--- config.mk ---
export PLATFORM = sky130hd
export DESIGN_NAME = instr_fetch_unit
export DESIGN_NICKNAME = d
export VERILOG_FILES = /design/src/rtl/mips_pkg.sv /design/src/rtl/npc_calc.sv /design/src/rtl/instr_fetch_unit.sv
export SDC_FILE = /design/constraint.sdc
export NUM_CORES = 1
export LEC_CHECK = 0
export CAP_MARGIN = 20
export CORE_MARGIN = 10
export CORE_UTILIZATION = 42
export CTS_CLUSTER_DIAMETER = 60
export DETAILED_ROUTE_END_ITERATION = 10
export PLACE_DENSITY = 0.78
export SLEW_MARGIN = 20
export SYNTH_ARGS = -nofsm -noshare
export SYNTH_HDL_FRONTEND = slang
export SYNTH_SLANG_ARGS = --single-unit
--- constraint.sdc ---
create_clock -name clk -period 3.4 [get_ports clk]
set_input_delay 0.68 -clock clk [delete_from_list [all_inputs] [get_ports clk]]
set_output_delay 0.68 -clock clk [all_outputs]
set_load 0.03 [all_outputs]
--- src/rtl/mips_pkg.sv ---
// Shared MIPS front-end definitions: opcode/funct constants, reset PC,
// instruction-fetch FSM states and next-PC source selection.
package mips_pkg;

    localparam logic [31:0] PC_RESET_VAL = 32'h0000_3000;

    localparam logic [5:0] OP_RTYPE = 6'h00;
    localparam logic [5:0] OP_J     = 6'h02;
    localparam logic [5:0] OP_JAL   = 6'h03;
    localparam logic [5:0] OP_BEQ   = 6'h04;
    localparam logic [5:0] FUNCT_JR = 6'h08;

    typedef enum logic [1:0] {
        S_REQ  = 2'd0,
        S_WAIT = 2'd1,
        S_HOLD = 2'd2,
        S_ERR  = 2'd3
    } fetch_state_e;

    typedef enum logic [1:0] {
        NPC_SEQ = 2'd0,
        NPC_BR  = 2'd1,
        NPC_J   = 2'd2,
        NPC_JR  = 2'd3
    } npc_sel_e;

endpackage

--- src/rtl/npc_calc.sv ---
// Next-PC selection for the held instruction: jr > jump > taken beq > sequential,
// plus a flag for a target that is not word-aligned.
module npc_calc
    import mips_pkg::*;
#(
    parameter int ADDR_W = 32
) (
    input  logic [ADDR_W-1:0] pc_plus4_i,
    input  logic [25:0]       instr_idx_i,
    input  logic              br_taken_i,
    input  logic              jump_i,
    input  logic              jr_i,
    input  logic [ADDR_W-1:0] jr_target_i,
    output logic [ADDR_W-1:0] npc_o,
    output logic              misaligned_o
);

    npc_sel_e          sel;
    logic [ADDR_W-1:0] br_target;
    logic [ADDR_W-1:0] j_target;

    // Branch offset is the sign-extended word offset, relative to pc+4.
    assign br_target = pc_plus4_i + {{(ADDR_W-18){instr_idx_i[15]}}, instr_idx_i[15:0], 2'b00};
    assign j_target  = {pc_plus4_i[ADDR_W-1:28], instr_idx_i, 2'b00};

    // NOTE: every signal driven from always_comb gets a default first, so no path leaves it unassigned (no latch).
    always_comb begin
        sel = NPC_SEQ;
        if (jr_i)            sel = NPC_JR;
        else if (jump_i)     sel = NPC_J;
        else if (br_taken_i) sel = NPC_BR;
    end

    always_comb begin
        npc_o = pc_plus4_i;
        unique case (sel)
            NPC_JR:  npc_o = jr_target_i;
            NPC_J:   npc_o = j_target;
            NPC_BR:  npc_o = br_target;
            default: npc_o = pc_plus4_i;
        endcase
    end

    assign misaligned_o = |npc_o[1:0];

endmodule

--- src/rtl/instr_fetch_unit.sv ---
// Instruction fetch: owns the PC, runs one memory fetch at a time and holds the
// fetched word for decode until it retires, then follows the decoder's redirect.
module instr_fetch_unit
    import mips_pkg::*;
#(
    parameter int                ADDR_W   = 32,
    parameter logic [ADDR_W-1:0] PC_RESET = PC_RESET_VAL
) (
    input  logic              clk,
    input  logic              rst_n,
    output logic              imem_req,
    output logic [ADDR_W-1:0] imem_addr,
    input  logic              imem_ready,
    input  logic              imem_rvalid,
    input  logic [31:0]       imem_rdata,
    output logic              instr_valid,
    input  logic              instr_ready,
    output logic [31:0]       instr,
    output logic [ADDR_W-1:0] pc_out,
    output logic [ADDR_W-1:0] pc_plus4,
    input  logic              br_taken,
    input  logic              jump,
    input  logic              jr,
    input  logic [ADDR_W-1:0] jr_target,
    output logic              fetch_err
);

    fetch_state_e      state_q, state_d;
    logic [ADDR_W-1:0] pc_q, pc_d;
    logic [31:0]       instr_q, instr_d;
    logic              live_q;
    logic [ADDR_W-1:0] npc;
    logic              npc_misaligned;
    logic              retire;

    assign retire   = instr_valid & instr_ready;
    assign pc_plus4 = pc_q + ADDR_W'(4);

    npc_calc #(.ADDR_W(ADDR_W)) u_npc_calc (
        .pc_plus4_i   (pc_plus4),
        .instr_idx_i  (instr_q[25:0]),
        .br_taken_i   (br_taken),
        .jump_i       (jump),
        .jr_i         (jr),
        .jr_target_i  (jr_target),
        .npc_o        (npc),
        .misaligned_o (npc_misaligned)
    );

    // NOTE: sequential state is updated with non-blocking assignments only, so every flop samples pre-edge values.
    always_ff @(posedge clk or negedge rst_n) begin
        if (!rst_n) state_q <= S_REQ;
        else        state_q <= state_d;
    end

    always_comb begin
        state_d = state_q;
        unique case (state_q)
            S_REQ:   if (imem_req && imem_ready) state_d = S_WAIT;
            S_WAIT:  if (imem_rvalid)            state_d = S_HOLD;
            S_HOLD:  if (instr_ready)            state_d = npc_misaligned ? S_ERR : S_REQ;
            S_ERR:   state_d = S_ERR;
            default: state_d = S_REQ;
        endcase
    end

    // live_q keeps the request low for the first cycle after reset is released.
    always_comb begin
        imem_req    = (state_q == S_REQ) && live_q;
        instr_valid = (state_q == S_HOLD);
        fetch_err   = (state_q == S_ERR);
    end

    always_comb begin
        pc_d    = pc_q;
        instr_d = instr_q;
        if (state_q == S_WAIT && imem_rvalid) instr_d = imem_rdata;
        if (retire && !npc_misaligned)        pc_d    = npc;
    end

    always_ff @(posedge clk or negedge rst_n) begin
        if (!rst_n) begin
            pc_q    <= PC_RESET;
            instr_q <= '0;
            live_q  <= 1'b0;
        end else begin
            pc_q    <= pc_d;
            instr_q <= instr_d;
            live_q  <= 1'b1;
        end
    end

    assign imem_addr = pc_q;
    assign instr     = instr_q;
    assign pc_out    = pc_q;

endmodule

==> qor.csv <==
stage;metric;value;unit
outcome;run_status;finished, violations left;
outcome;violations_in_the_final_reports;setup timing;
timing;final.setup.worst_slack;-0.1036;ns
setup_path;critical_path_required;3.66;ns
grt;globalRouteTotalUtil;0.2507;
power_and_ir_drop;cellLeakagePower;0.004189;uW
clock_tree;clock_input_transition_at_the_sequential_cells_of_the_worst_setup_and_hold_paths;0.06;ns
timing;finalClockSkew;0.008165;ns
timing;tightestPinTransition;0.9276;ns
timing;tns;-0.3227;ns
floorplan;top_level_ports;203;
place;routabilityCongestion;0.9523;
floorplan;core-area;13350;um^2
finish;mostFrequentLayoutCell;clkdlybuf4s50_1;
grt;wire_length_of_the_first_global_routing_pass;37160;um
grt;gr-total-overflow;0;
timing;period_needed;3.504;ns
clock_tree;clock_insertion_delay_worst_skew;0.35;ns
timing;holdWs;0.4582;ns
detailed_routing;via_count;6633;
logic_synthesis;synthesized_instance_count;673;
finish;fillCellCount;996;
finish;finalNetCount;1071;
floorplan;die_area;18790;um^2
grt;grt_start_max_net_pins;68;
detailed_routing;wl_met2;12350;um
detailed_routing;final_antenna_net_count;0;
timing;final_min_period_over_clock_period;1.030;
logic_synthesis;avgSynthCellArea;8.554;um^2
logic_synthesis;synth_enable_flop_cells;0;
finish;multi_input_comb_area;4199;um^2
detailed_routing;finalWirelength;24680;um
power_and_ir_drop;post-layout-total-power;11840;uW
power_and_ir_drop;max-vdd-ir-drop;0.6598;mV
grt;first_global_vias;6764;
detailed_routing;drt-wirelength-per-cell;21.56;um
logic_synthesis;synth_ff_type;dfrtp_1;
setup_path;critical_path_arrival;3.77;ns
finish;layout.cells.most_common_list;185 x clkdlybuf4s50_1, 144 x buf_4, 54 x a21oi_1;
detailed_routing;dr.max_layer_used;met4;
finish;share_of_layout_cells_above_drive_strength_1;0.3251;
setup_path;start_kind;flip-flop;
timing;finalHoldViolCount;0;
detailed_routing;remaining_drc_errors;0;
detailed_routing;wire_length_the_detailed_router_placed_on_met1;9620;um
place;portBuffers;202;
setup_path;endpoint_kind;flip-flop;
clock_tree;ctsRootBufferMaster;clkbuf_16;
place;detailed_placer_s_ending_hpwl;18800;um
timing;rsz_0062_raised_after_global_routing;yes;
timing;slew_headroom;0.3797;
logic_synthesis;yosysSeqAreaShare;0.2917;
setup_path;timing.critical_path.fanout_max;3;
job;drv.max_cap_violation_count;0;
power_and_ir_drop;p_per_area;1228;nW/um^2
clock_tree;number_of_h_tree_branching_levels;3;
floorplan;fp.dieW;137.1;um
clock_tree;clock_tree_from_tritoncts;built;
floorplan;rows;42;
clock_tree;cts_buffers;9;
setup_path;path_class;flip-flop to flip-flop;
timing;timing.final.max_slew_violations;0;
timing;maxClockFrequency;285.4;MHz
logic_synthesis;ys_warn_count;0;
logic_synthesis;synth_nets;780;
finish;final_core_utilization;0.7223;
logic_synthesis;syn-cell-area;5757;um^2
grt;antenna_found_initial;0;
clock_tree;numClockSinks;67;
finish;synthToLayoutAreaGrowth;67.49;%
finish;insertedDiodeCount;0;
detailed_routing;drt_iter0_drc;531;
finish;register_area;1694;um^2
detailed_routing;drt_first_pass_iters;5;
logic_synthesis;synth-seq-cells;67;
logic_synthesis;async_reset_ff_frac;1.000;
floorplan;floorplan.initialDensity;0.4313;
floorplan;die-height;137.1;um
detailed_routing;vias_per_cell;5.793;
logic_synthesis;synth.lib_cells_used.distinct;73;
detailed_routing;met3_wirelength;2058;um
clock_tree;ctsLongestPathBuffers;2;
worst_hold_path;hold_class;primary input to asynchronous set/reset pin;
timing;timing.final.setup_violations;5;
synth_stat cells (11+ instances only):
cell | count | share of area
o22ai_1 | 13 | 0.014
dfrtp_1 | 65 | 0.28
and3_1 | 11 | 0.012
a21oi_1 | 67 | 0.058
nand3_1 | 14 | 0.012
buf_4 | 36 | 0.047
clkbuf_1 | 21 | 0.014
o21ai_0 | 40 | 0.035
ha_1 | 34 | 0.074
a211oi_1 | 11 | 0.014
inv_1 | 20 | 0.013
mux2_2 | 32 | 0.063
xnor2_1 | 31 | 0.047
xor2_1 | 20 | 0.030
a21o_1 | 13 | 0.017
nor2_1 | 53 | 0.035
a221oi_1 | 12 | 0.018
nand2_1 | 55 | 0.036
worst paths after layout:
kind                       slack [ns]         start  cells after the start       endpoint
hold reg to reg                  0.51     instr[30]                      1      instr[30]
setup / recovery                -0.10  imem_addr[6]                     16  imem_addr[28]
max in group asynchronous        2.30         rst_n                      1   imem_addr[2]
setup reg to reg                -0.10  imem_addr[6]                     16  imem_addr[28]
hold / removal                   0.46         rst_n                      1         live_q
min in group clk                 0.51     instr[30]                      1      instr[30]
state kept, by name, summed over array words and instances, names as in the netlist:
| signal | count |
|---|---|
| imem_addr | 32 |
| live_q | 1 |
| instr | 32 |
| state_q | 2 |
cell families after synthesis:
| group | after synthesis | share of synthesized area |
|---|---|---|
| AO/OA/AOI/OAI | 203 | 0.2273 |
| buffers and inverters | 87 | 0.08868 |
| adder cells (fa/ha/maj) | 35 | 0.07737 |
| flip-flops | 67 | 0.2917 |
| AND/OR/NAND/NOR | 193 | 0.1669 |
| XOR/XNOR | 51 | 0.07759 |
| other | 1 | 0.0006514 |
| multiplexers | 36 | 0.06977 |
per-stage QoR:
step | setup slack (ns) | std cells | cell area [um^2]
2_1_floorplan | -0.2654 | 673 | 6083
3_3_place_gp | -0.1428 | 1112 | 8882
3_5_place_dp | -0.1545 | 1112 | 8882
4_1_cts | -0.04160 | 1131 | 9278
5_1_grt | -0.3277 | 1145 | 9642
6_report | -0.1036 | 1145 | 9642
final cells by class:
class                   instances  share of cell area
flip-flops and latches         67              0.1757
repair buffers                346              0.3261
well taps                     176             0.02284
inverters                      21            0.008175
multi-input cells             519              0.4355
clock inverters                 5            0.006488
clock buffers                  11             0.02518
what timing repair did:
item / 4_1_cts / 5_1_grt
setup buffers: 3 / 15
gates resized for setup: 25 / 61
hold buffers: 0 / 0
pin swaps: 10 / 30
setup endpoints to repair: 17 / 18
metal layers:
metal / track usage / up-vias
met5: 0 / -
met4: 0.08548 / 0
met3: 0.06158 / 57
met2: 0.4297 / 329
met1: 0.2991 / 3243
li1: - / 3004
worst max-delay path: stages (launching register included):
cell	delay [ns]
dfrtp_2	0.37
and4_4	0.24
nand2_2	0.11
nor2_4	0.12
nand2_2	0.10
xnor2_4	0.14
ha_1	0.30
o21ai_0	0.23
nor2_1	0.10
or3_4	0.36
o21ai_4	0.19
a21oi_2	0.09
o21ai_2	0.19
o21ai_2	0.10
a221oi_2	0.33
mux2_1	0.35
o22ai_1	0.11
power by group:
group	internal (uW)	switching, uW
Sequential	1190	425
Clock	592	392
Combinational	4230	5010
Total	6010	5830
Note: power is estimated with default switching activity, not from simulation.
